[config.mk]
export PLATFORM = sky130hd
export DESIGN_NAME = fetchunit
export DESIGN_NICKNAME = d
export VERILOG_FILES = /design/src/rtl/fetchunit_pkg.sv /design/src/rtl/fetchunit_instrlen.sv /design/src/rtl/fetchunit.sv
export SDC_FILE = /design/constraint.sdc
export NUM_CORES = 1
export LEC_CHECK = 0
export ABC_AREA = 1
export CORE_ASPECT_RATIO = 1.2
export CORE_MARGIN = 2
export CORE_UTILIZATION = 42
export CTS_CLUSTER_DIAMETER = 80
export DETAILED_ROUTE_END_ITERATION = 10
export PLACE_DENSITY = 0.76
export SLEW_MARGIN = 20
export SYNTH_ARGS = -nofsm -noshare
export SYNTH_HDL_FRONTEND = slang
export SYNTH_SLANG_ARGS = --single-unit
[constraint.sdc]
create_clock -name clk -period 1.5 [get_ports clk]
set_clock_uncertainty 0.1 [all_clocks]
set_input_delay 0.45 -clock clk [delete_from_list [all_inputs] [get_ports clk]]
set_output_delay 0.45 -clock clk [all_outputs]
set_load 0.05 [all_outputs]
[src/rtl/fetchunit_pkg.sv]
// ---------------------------------------------------------------------------
// fetchunit_pkg: shared types for the instruction fetch stage.
//   addr_t / data_t     : 16-bit byte address, 8-bit data byte
//   ilen_t              : instruction length in bytes (1..3)
//   fetch_state_t       : fetch FSM states
//   RESET_VECTOR_DEFAULT: default fetch address after reset
// ---------------------------------------------------------------------------
package fetchunit_pkg;

  typedef logic [15:0] addr_t;
  typedef logic [7:0]  data_t;
  typedef logic [1:0]  ilen_t;

  typedef enum logic [1:0] {
    F_OP  = 2'd0,
    F_LO  = 2'd1,
    F_HI  = 2'd2,
    F_OUT = 2'd3
  } fetch_state_t;

  localparam addr_t RESET_VECTOR_DEFAULT = 16'h0000;

endpackage

[src/rtl/fetchunit_instrlen.sv]
// ---------------------------------------------------------------------------
// fetchunit_instrlen: combinational opcode -> instruction length decoder.
// Opcode is viewed as aaa bbb cc.
//   opcode in : data_t  opcode byte
//   len    out: ilen_t  instruction length, 1..3
// ---------------------------------------------------------------------------
module fetchunit_instrlen
  import fetchunit_pkg::*;
(
  input  logic [7:0] opcode,
  output logic [1:0] len
);

  logic [2:0] bbb;
  logic [1:0] cc;

  assign bbb = opcode[4:2];
  assign cc  = opcode[1:0];

  always_comb begin
    len = 2'd1;
    case (cc)
      2'b01: begin
        // Group-one ALU ops: absolute-style modes carry a 16-bit operand.
        if (bbb == 3'b011 || bbb == 3'b110 || bbb == 3'b111) len = 2'd3;
        else                                                   len = 2'd2;
      end
      2'b11: len = 2'd1; // illegal opcodes are treated as single-byte
      default: begin
        case (bbb)
          3'b000: begin
            // BRK/RTI/RTS are single-byte, JSR takes an absolute address.
            if (opcode == 8'h00 || opcode == 8'h40 || opcode == 8'h60) len = 2'd1;
            else if (opcode == 8'h20)                                   len = 2'd3;
            else                                                        len = 2'd2;
          end
          3'b001, 3'b100, 3'b101: len = 2'd2;
          3'b010, 3'b110:         len = 2'd1;
          default:                len = 2'd3; // 011, 111
        endcase
      end
    endcase
  end

endmodule

[src/rtl/fetchunit.sv]
// ---------------------------------------------------------------------------
// fetchunit: instruction fetch stage. Reads opcode/operand bytes from a
// byte-wide program memory and hands one complete instruction to the CPU.
//
// Ports:
//   clk, rst                     clock, synchronous active-high reset
//   mem_rd/mem_addr (out)        memory read request / byte address
//   mem_ack/mem_rdata (in)       request accepted, read byte valid same cycle
//   redirect/redirect_pc (in)    flush and restart fetch at redirect_pc
//   ins_valid (out)/ins_ready(in) instruction bundle handshake
//   ins_opcode/op_lo/op_hi (out) opcode and operand bytes (0 if absent)
//   ins_len (out)                instruction length 1..3
//   ins_pc (out)                 address of the opcode byte
//   dbg_state (out)              current fetch FSM state (fetch_state_t)
//
// Handshakes: a transfer happens on a rising edge where valid and ready are
// both high (mem_rd/mem_ack on the memory side, ins_valid/ins_ready on the
// CPU side). A requester holds its request and payload stable until the
// transfer, except that redirect or reset may abandon a memory request.
//
// Optional feature: define FETCHUNIT_TRACE_EN to print one line per accepted
// bundle and one line per redirect.
// ---------------------------------------------------------------------------
module fetchunit
  import fetchunit_pkg::*;
#(
  parameter addr_t RESET_PC = RESET_VECTOR_DEFAULT
) (
  input  logic        clk,
  input  logic        rst,
  output logic        mem_rd,
  output logic [15:0] mem_addr,
  input  logic        mem_ack,
  input  logic [7:0]  mem_rdata,
  input  logic        redirect,
  input  logic [15:0] redirect_pc,
  output logic        ins_valid,
  input  logic        ins_ready,
  output logic [7:0]  ins_opcode,
  output logic [7:0]  ins_op_lo,
  output logic [7:0]  ins_op_hi,
  output logic [1:0]  ins_len,
  output logic [15:0] ins_pc,
  output logic [1:0]  dbg_state
);

  fetch_state_t state_q, state_d;
  addr_t        fptr_q, fptr_d;
  data_t        opcode_q, opcode_d;
  data_t        op_lo_q, op_lo_d;
  data_t        op_hi_q, op_hi_d;
  ilen_t        len_q, len_d;
  addr_t        pc_q, pc_d;
  ilen_t        dec_len;

  fetchunit_instrlen u_instrlen (
    .opcode (mem_rdata),
    .len    (dec_len)
  );

  // State register
  always_ff @(posedge clk) begin
    if (rst) begin
      state_q  <= F_OP;
      fptr_q   <= RESET_PC;
      opcode_q <= '0;
      op_lo_q  <= '0;
      op_hi_q  <= '0;
      len_q    <= 2'd1;
      pc_q     <= RESET_PC;
    end else begin
      state_q  <= state_d;
      fptr_q   <= fptr_d;
      opcode_q <= opcode_d;
      op_lo_q  <= op_lo_d;
      op_hi_q  <= op_hi_d;
      len_q    <= len_d;
      pc_q     <= pc_d;
    end
  end

  // Next-state and datapath
  always_comb begin
    state_d  = state_q;
    fptr_d   = fptr_q;
    opcode_d = opcode_q;
    op_lo_d  = op_lo_q;
    op_hi_d  = op_hi_q;
    len_d    = len_q;
    pc_d     = pc_q;
    if (redirect) begin
      // Any byte acked this cycle is dropped. A bundle accepted this cycle
      // has already been consumed by the CPU, so nothing is lost.
      state_d = F_OP;
      fptr_d  = redirect_pc;
    end else begin
      case (state_q)
        F_OP: if (mem_ack) begin
          opcode_d = mem_rdata;
          pc_d     = fptr_q;
          op_lo_d  = '0;
          op_hi_d  = '0;
          len_d    = dec_len;
          fptr_d   = fptr_q + 16'd1;
          state_d  = (dec_len == 2'd1) ? F_OUT : F_LO;
        end
        F_LO: if (mem_ack) begin
          op_lo_d = mem_rdata;
          fptr_d  = fptr_q + 16'd1;
          state_d = (len_q == 2'd2) ? F_OUT : F_HI;
        end
        F_HI: if (mem_ack) begin
          op_hi_d = mem_rdata;
          fptr_d  = fptr_q + 16'd1;
          state_d = F_OUT;
        end
        default: if (ins_ready) state_d = F_OP;
      endcase
    end
  end

  // Outputs
  always_comb begin
    mem_rd     = (state_q != F_OUT);
    mem_addr   = fptr_q;
    ins_valid  = (state_q == F_OUT);
    ins_opcode = opcode_q;
    ins_op_lo  = op_lo_q;
    ins_op_hi  = op_hi_q;
    ins_len    = len_q;
    ins_pc     = pc_q;
    dbg_state  = state_q;
  end

`ifdef FETCHUNIT_TRACE_EN
  always_ff @(posedge clk) begin
    if (!rst) begin
      if (ins_valid && ins_ready)
        $display("fetchunit: pc=%h op=%h lo=%h hi=%h len=%0d state=%s",
                 pc_q, opcode_q, op_lo_q, op_hi_q, len_q, state_q.name());
      if (redirect)
        $display("fetchunit: redirect fptr %h -> %h", fptr_q, redirect_pc);
    end
  end
`else
`endif

endmodule

==> results.tsv, run 1 <==
stage	metric	value	unit
drt	dr_wl_met3	1.30	mm
yosys	yosys_warnings	0	
yosys	synth.net_count	415	
die	ios	91	
sta	fin_crit	1810	ps
sta	tightest_slew	344	ps
power	power.total	4.97	mW
hold_path	whs_path_depth	3	
sta	worst_slack	-306	ps
drt	wl_met2	6.86	mm
clocking	root_buffer	clkbuf_8	
drt	drt-pass1-iter-count	5	
critical_path	critical_path.max_stage_delay	360	ps
drt	wl_per_cell	21.9	um
yosys	yosysUniqueCellTypes	33	
critical_path	cp_cell_sequence	buf_6 -> buf_6 -> ha_4 -> nor2_4 -> nor2_2 -> nor2_2 -> nand2_4 -> buf_12 -> nand2_1 -> a21oi_1	
power	p_leak	2.35	nW
power	power.density	861	nW/um^2
placed_design	gp_congestion	0.898	
global_routing	grt_remaining_overflow	0	
critical_path	r2r_slack	-310	ps
die	core-area	6490	sq um
drt	drtAntennaViolNets	0	
final_layout	fill_cells	246	
placed_design	dp_hpwl	7.04	mm
sta	finalMaxSlewViolations	0	
critical_path	regToRegStartpoint	dbg_state[1]	
final_layout	drive_above_1_share	0.502	
drt	post-route-drc-count	0	
placed_design	place_inst	590	
critical_path	r2r.worst_path.cells	10	
drt	vias	3678	
yosys	syn-cell-area	2840	sq um
yosys	synth-async-reset-ratio	0	
clocking	clkLatencyLatePin	370	ps
clocking	numCtsBuffers	9	
drt	first_iter_violations	397	
die	start_util	0.437	
clocking	ctsHtreeMaxLevel	3	
clocking	clkSlewWorstSetupHoldPaths	80	ps
sta	setup_viol	65	
job	cap_violations	0	
critical_path	reg2reg_to	ins_op_hi[5]	
sta	period_share	1.20	
yosys	ys.flop_type	dfxtp_1	
global_routing	grt_util_all_layers	0.297	
global_routing	antenna_found_initial	0	
critical_path	crit_arrival	1940	ps
final_layout	stdcell_count	631	
critical_path	cp_max_fo	6	
die	die_w	79.0	um
yosys	synth_seq_cells	60	
final_layout	area_delta_synth_final	104	%
final_layout	fin_util	0.890	
critical_path	crit_type	reg2reg	
sta	hold_viol	0	
critical_path	cp_slowest_cell	dfxtp_4	
yosys	syn_avg_cell_area	7.46	sq um
yosys	synth_edf_count	0	
final_layout	multi_input_area	1770	sq um
power	peakVddDrop	0.000728	V
hold_path	holdCritStartpoint	mem_rdata[6]	
critical_path	worstPathRequired	1630	ps
die	fp.dieH	94.0	um
hold_path	hold_path.class	in2reg	
run_status	failed_checks	negative setup slack	
clocking	cts_sinks	60	
yosys	seq_area_frac_synth	0.423	
drt	vias_per_cell	5.83	
die	dieArea	7430	sq um
sta	rsz0062_at_grt	true	
final_layout	n_antenna_cell	0	
critical_path	cp-start-kind	flip-flop	
placed_design	port_buffers	90	
critical_path	end_kind	flip-flop	
sta	maxSlewHeadroom	0.768	
die	rows	32	
hold_path	worstHoldEndpoint	ins_op_hi[6]	
sta	finalSetupTns	-7320	ps
global_routing	grt_first_pass_wirelength	17.1	mm
global_routing	grt_max_degree	27	
drt	highest_layer	met4	
final_layout	fin_nets	576	
final_layout	seqCellArea	1250	sq um
clocking	cts_tree	done	
run_status	status	finished with violations	
sta	clock.fmax	554	MHz
drt	wl_met1	4.68	mm
global_routing	grt_pass1_vias	3581	
yosys	postSynthCellCount	380	
clocking	clockBufferDepth	2	
drt	totalWireLength	13.8	mm
placed_design	place_ws	-420	ps
[critical path, delay by kind of cell, from the launching register on]
family / cells / cell delay [ps]
fa+ha+maj: 1 / 170
compound gates: 1 / 90
flops: 1 / 360
simple gates: 5 / 550
buf+inv: 3 / 390
[metal layers]
layer | vias to the layer above | track usage
met5 | - | 0
met4 | 0 | 0.190
met3 | 101 | 0.0596
met2 | 305 | 0.523
met1 | 1699 | 0.320
li1 | 1573 | -
[what timing repair did]
action / 4_1_cts / 5_1_grt
hold buffers: 0 / 0
gates cloned: 2 / 2
buffers inserted: 17 / 10
gates resized for setup: 42 / 106
endpoints found under the setup margin: 70 / 66
pin swaps: 12 / 35
endpoints found under the hold margin: 0 / 0
[cell usage in the layout (no fill, tap or decap), types with 3 or more instances in the layout]
cell type,instances
a21oi_1,39
nand2_1,90
nand2_4,6
inv_1,22
ha_4,6
dfxtp_1,38
clkdlybuf4s50_1,23
o211ai_1,3
dfxtp_2,14
dlymetal6s2s_1,3
clkbuf_8,9
a31oi_1,4
dfxtp_4,8
nor2_1,10
nor2_2,8
nor2_4,6
nand3_2,10
xor2_1,3
inv_4,5
inv_2,5
o21ai_1,6
o21ai_2,13
nand2_2,11
a21oi_2,15
buf_6,21
buf_4,46
inv_6,3
buf_12,66
nand4_1,3
o21ai_0,11
nand3_1,10
[Yosys cell counts, types with 2 or more instances]
| cell | count | share of area |
|---|---|---|
| clkbuf_8 | 2 | 0.0097 |
| nand2_2 | 5 | 0.011 |
| xor2_1 | 3 | 0.0093 |
| buf_4 | 3 | 0.0079 |
| o21ai_0 | 30 | 0.053 |
| nor2_1 | 15 | 0.020 |
| clkbuf_1 | 6 | 0.0079 |
| nand2_1 | 102 | 0.13 |
| inv_2 | 7 | 0.0093 |
| dfxtp_1 | 60 | 0.42 |
| o211ai_1 | 3 | 0.0079 |
| nor2_4 | 5 | 0.020 |
| ha_1 | 6 | 0.026 |
| buf_2 | 2 | 0.0035 |
| nor3_1 | 2 | 0.0035 |
| nor3_4 | 2 | 0.011 |
| buf_6 | 2 | 0.0079 |
| nor2_8 | 2 | 0.014 |
| a21oi_1 | 54 | 0.095 |
| inv_1 | 28 | 0.037 |
| a31oi_1 | 4 | 0.0088 |
| nand3_2 | 2 | 0.0071 |
| nand4_1 | 3 | 0.0066 |
| o21ai_1 | 2 | 0.0035 |
| nand3_1 | 20 | 0.035 |
| nor2_2 | 3 | 0.0066 |
[layout make-up]
type,count,area share
inverter,36,0.0299
clock inverter,6,0.0119
clock buffer,10,0.0258
tap,85,0.0184
sequential,60,0.216
timing repair buffer,164,0.391
multi-input combinational,270,0.307
[flip-flops by register name, indices dropped and copies added (netlist names)]
name,cells
mem_addr,16
ins_len,2
ins_op_hi,8
ins_opcode,8
dbg_state,2
ins_pc,16
ins_op_lo,8
[cell families after synthesis]
family | Yosys count | share of synthesized area
AO/OA/AOI/OAI | 96 | 0.177
XOR/XNOR | 4 | 0.0124
buffers and inverters | 51 | 0.0856
AND/OR/NAND/NOR | 163 | 0.275
adder cells (fa/ha/maj) | 6 | 0.0265
flip-flops | 60 | 0.423
[metrics by stage]
stage	cell area [sq um]	hold slack (ps)
floorplan	2930	475
global placement	4880	385
detailed placement	4880	394
CTS	5350	403
global route	5770	345
finish	5770	367
[worst max path at each step]
| stage | end | cells past startpoint | from |
|---|---|---|---|
| finish | ins_op_hi[5] | 10 | dbg_state[1] |
| global route | ins_op_lo[0] | 9 | dbg_state[0] |
| global placement | mem_addr[12] | 9 | mem_ack |
| floorplan | ins_op_hi[1] | 10 | dbg_state[0] |
| detailed placement | ins_op_lo[5] | 6 | redirect |
| CTS | mem_rd | 4 | dbg_state[1] |
[power breakdown]
group	total [mW]	switching (mW)	internal (mW)
sequential	1.80	0.129	1.68
combinational	1.51	0.805	0.707
clock	1.66	0.777	0.880
Power figures use the tool's default switching activity.
==> run 2, diff against run 1 <==
Settings changed: CORE_MARGIN 2 to 5, HOLD_SLACK_MARGIN set to 0.15.
==> results.tsv, run 2 (same netlist as run 1, synthesis figures left out) <==
stage	metric	value	unit
run_status	failed_checks	negative setup slack	
sta	worst_slack	-347	ps
global_routing	grt_max_degree	27	
placed_design	port_buffers	90	
final_layout	fin_nets	584	
clocking	clockBufferDepth	2	
power	seqPwrFrac	0.371	
power	net-switching-power	1.76	mW
die	core-area	6490	sq um
power	internal_power	3.12	mW
sta	clock.fmax	541	MHz
job	cap_violations	0	
clocking	cts_tree	done	
power	power.density	817	nW/um^2
clocking	cts_hold_buf	0	
global_routing	grt_util_all_layers	0.278	
final_layout	final_common_cell	nand2_1	
critical_path	crit_family	buffers and inverters	
drt	totalWireLength	17.3	mm
placed_design	dp_hpwl	7.12	mm
final_layout	area_delta_synth_final	111	%
critical_path	critical_path.max_stage_delay	440	ps
sta	finalMaxSlewViolations	0	
final_layout	seqCellArea	1250	sq um
global_routing	antenna_found_initial	0	
drt	vias	4043	
die	rows	32	
clocking	clkSlewWorstSetupHoldPaths	70	ps
drt	first_iter_violations	401	
die	dieArea	8500	sq um
global_routing	grt_pass1_vias	3652	
die	die_w	85.0	um
critical_path	crit_arrival	2060	ps
global_routing	grt_remaining_overflow	0	
critical_path	cp_cell_sequence	clkdlybuf4s50_1 -> inv_2 -> nand2_1 -> o21ai_2 -> o31ai_4 -> nand2_2 -> nand2_2 -> nand2_1	
global_routing	globalRouteMet1Util	0.302	
clocking	cts_sinks	60	
critical_path	end_kind	flip-flop	
critical_path	cp_slowest_cell	clkdlybuf4s50_1	
hold_path	hold_path.class	reg2reg	
drt	drtAntennaViolNets	0	
drt	vias_per_cell	6.33	
clocking	ctsHtreeMaxLevel	3	
final_layout	multi_input_area	1940	sq um
global_routing	grt_first_pass_wirelength	18.8	mm
critical_path	worstPathRequired	1710	ps
power	peakVddDrop	0.000717	V
sta	setup_viol	87	
critical_path	cp_max_fo	3	
drt	wl_per_cell	27.1	um
global_routing	grt-busiest-layer	met2	
clocking	clkLatencyLatePin	370	ps
final_layout	final_cell_mix	78 x nand2_1, 68 x buf_12, 50 x buf_4	
sta	rsz0062_at_grt	true	
critical_path	cp-start-kind	input pin	
sta	hold_viol	0	
global_routing	grtUsageMet3	0.0517	
power	p_clk_frac	0.288	
sta	finalSetupTns	-10270	ps
sta	tightest_slew	428	ps
sta	period_share	1.23	
power	p_leak	2.38	nW
placed_design	gp_congestion	0.865	
final_layout	drive_above_1_share	0.556	
die	fp.dieH	100	um
drt	drt-pass1-iter-count	7	
critical_path	path_buf_inv	2	
run_status	status	finished with violations	
clocking	root_buffer	clkbuf_8	
final_layout	fill_cells	202	
critical_path	crit_type	in2reg	
power	sw_frac_of_total	0.361	
global_routing	grt_use_met2	0.492	
power	combPwrFrac	0.342	
drt	post-route-drc-count	0	
sta	maxSlewHeadroom	0.715	
die	start_util	0.437	
final_layout	n_antenna_cell	0	
sta	fin_crit	1850	ps
die	ios	91	
sta	whs	424	ps
clocking	numCtsBuffers	9	
run 2: final timing paths:
check | from | endpoint | slack [ps] | depth (start not counted)
max reg2reg | dbg_state[0] | mem_addr[8] | -340 | 9
min | ins_op_hi[6] | ins_op_hi[6] | 420 | 2
max | mem_rdata[0] | ins_len[0] | -350 | 8
min reg2reg | ins_op_hi[6] | ins_op_hi[6] | 420 | 2
run 2: area by class of cell:
class                           count  area share
Clock buffer                       14      0.0272
Clock inverter                      2     0.00167
Inverter                           36      0.0314
Multi-Input combinational cell    271       0.324
Sequential cell                    60       0.208
Tap cell                           85      0.0178
Timing Repair Buffer              171       0.390
run 2: stage by stage:
stage | power [mW] | util | setup slack [ps] | std cells | cell area [sq um]
6_report | 4.88 | 0.922 | -347 | 639 | 5980
5_1_grt | 4.98 | 0.922 | -382 | 639 | 5980
4_1_cts | 4.41 | 0.833 | -235 | 621 | 5400
3_5_place_dp | 3.03 | 0.750 | -456 | 588 | 4860
3_3_place_gp | 3.00 | 0.750 | -377 | 588 | 4860
2_1_floorplan | 2.37 | - | -99.7 | 380 | 2930
run 2: metal layers:
metal  share of wire  vias to the layer above
met2            0.48                      409
met1            0.33                     1875
li1                -                     1589
met4           0.096                        0
met5               0                        -
met3            0.10                      170
run 2: tightest hold or removal path: cells and delay by family (launching register included):
family	cells	cell delay [ps]
DFF	1	350
AOI/OAI and AO/OA	1	50
and+or+nand+nor	1	90
run 2: repair_timing:
| item | CTS | global route |
|---|---|---|
| gates cloned | 2 | 2 |
| pin swaps | 41 | 49 |
| gates resized for setup | 69 | 123 |
| endpoints found under the setup margin | 60 | 60 |
| setup buffers | 19 | 17 |
run 2: power groups by stage:
stage | Sequential (mW) | Combinational (mW) | Clock (mW)
after floorplan | 2.06 | 0.307 | 0
after global placement | 1.81 | 1.19 | 0
after detailed placement | 1.82 | 1.21 | 0
after CTS | 1.79 | 1.33 | 1.29
after global routing | 1.81 | 1.71 | 1.45
final | 1.81 | 1.67 | 1.40
==> run 3, diff against run 2 <==
Settings changed: SKIP_CTS_REPAIR_TIMING set to 1, SLEW_MARGIN 20 to not set.
==> results.tsv, run 3 (same netlist as run 1, synthesis figures left out) <==
stage	metric	value	unit
final_layout	area_delta_synth_final	112	%
global_routing	grt_remaining_overflow	0	
sta	fin_crit	1830	ps
final_layout	final_common_cell	nand2_1	
critical_path	crit_type	reg2reg	
power	peakVddDrop	0.000760	V
critical_path	end_kind	flip-flop	
hold_path	hold_path.class	reg2reg	
final_layout	final_cell_mix	78 x nand2_1, 68 x buf_12, 45 x buf_4	
placed_design	placed_area	4860	sq um
placed_design	port_buffers	90	
run_status	failed_checks	negative setup slack	
die	core-area	6490	sq um
drt	vias	3786	
placed_design	place_inst	588	
global_routing	grt_first_pass_wirelength	15.2	mm
drt	post-route-drc-count	0	
die	die_w	85.0	um
sta	worst_slack	-331	ps
clocking	clkLatencyLatePin	360	ps
clocking	numCtsBuffers	9	
global_routing	grt_util_all_layers	0.223	
power	power.total	4.80	mW
final_layout	fin_util	0.927	
clocking	root_buffer	clkbuf_8	
sta	hold_viol	0	
run_status	status	finished with violations	
die	start_util	0.437	
sta	period_share	1.22	
power	p_leak	2.44	nW
sta	setup_viol	74	
critical_path	cp_max_fo	8	
critical_path	cp-start-kind	flip-flop	
clocking	ctsHtreeMaxLevel	3	
sta	clock.fmax	546	MHz
final_layout	fin_nets	582	
job	cap_violations	0	
placed_design	dp_hpwl	7.12	mm
die	ios	91	
critical_path	cp_common_cell	nor2_2	
drt	totalWireLength	14.8	mm
sta	rsz0062_at_grt	true	
die	dieArea	8500	sq um
clocking	clkSlewWorstSetupHoldPaths	70	ps
drt	drt-pass1-iter-count	6	
sta	whs	412	ps
drt	first_iter_violations	390	
power	power.density	799	nW/um^2
sta	maxSlewHeadroom	0.707	
global_routing	grt_max_degree	27	
final_layout	drive_above_1_share	0.558	
final_layout	n_antenna_cell	0	
clocking	cts_sinks	60	
global_routing	grt_pass1_vias	3247	
sta	tightest_slew	440	ps
critical_path	cp_cell_sequence	buf_12 -> clkinv_8 -> ha_4 -> nor2_4 -> nor2_2 -> nor2_2 -> nand2_4 -> inv_8 -> nand3_2 -> a21oi_1	
drt	wl_per_cell	23.2	um
drt	drtAntennaViolNets	0	
clocking	clockBufferDepth	2	
placed_design	gp_congestion	0.865	
die	rows	32	
sta	finalSetupTns	-12220	ps
critical_path	cp_slowest_cell	dfxtp_4	
critical_path	crit_arrival	2000	ps
global_routing	antenna_found_initial	0	
clocking	cts_tree	done	
critical_path	critical_path.max_stage_delay	400	ps
drt	vias_per_cell	5.94	
sta	finalMaxSlewViolations	0	
placed_design	place_ws	-456	ps
die	fp.dieH	100	um
critical_path	worstPathRequired	1670	ps
final_layout	stdcell_count	637	
final_layout	post-route-cell-area	6010	sq um
## run 3: changes by cell type in the layout (fill, tap and decap cells not counted), sizes merged
cell / delta
inv: -2
clkdlybuf4s50: +2
clkbuf: +1
buf: -2
nand2: -1
clkinv: +2
dlygate4sd2: -2
## run 3: final cells by class
cell class	instances	area, sq um
Clock buffer	14	163
Sequential cell	60	1240
Multi-Input combinational cell	270	1940
Timing Repair Buffer	170	2360
Clock inverter	2	10.0
Tap cell	85	106
Inverter	36	188
Fill cell	178	475
## run 3: worst paths after layout
| check | slack [ps] | to | from | depth (start not counted) |
|---|---|---|---|---|
| worst min-delay path | 410 | ins_op_lo[7] | ins_op_lo[7] | 2 |
| worst max register to register | -330 | ins_op_hi[5] | dbg_state[1] | 10 |
| worst max-delay path | -330 | ins_op_hi[5] | dbg_state[1] | 10 |
| worst min register to register | 410 | ins_op_lo[7] | ins_op_lo[7] | 2 |
## run 3: where the power goes
part           switching [mW]  internal, mW  total, mW  leakage, nW
Combinational           0.877         0.762       1.64         1.85
Clock                   0.678         0.687       1.36       0.0905
Sequential              0.125          1.68       1.80        0.499
Total                    1.68          3.13       4.80         2.44
## run 3: layer usage
| metal | track usage | vias up | routed length (um) |
|---|---|---|---|
| met5 | 0 | - | 0 |
| met1 | 0.246 | 1770 | 5170 |
| met3 | 0.0394 | 96 | 1320 |
| li1 | - | 1592 | - |
| met4 | 0.113 | 0 | 885 |
| met2 | 0.407 | 328 | 7430 |
## run 3: critical path, delay by kind of cell, from the launching register on
kind / cells / cell delay (ps)
fa+ha+maj: 1 / 170
simple gates: 5 / 580
flops: 1 / 400
buf+inv: 3 / 300
compound gates: 1 / 190
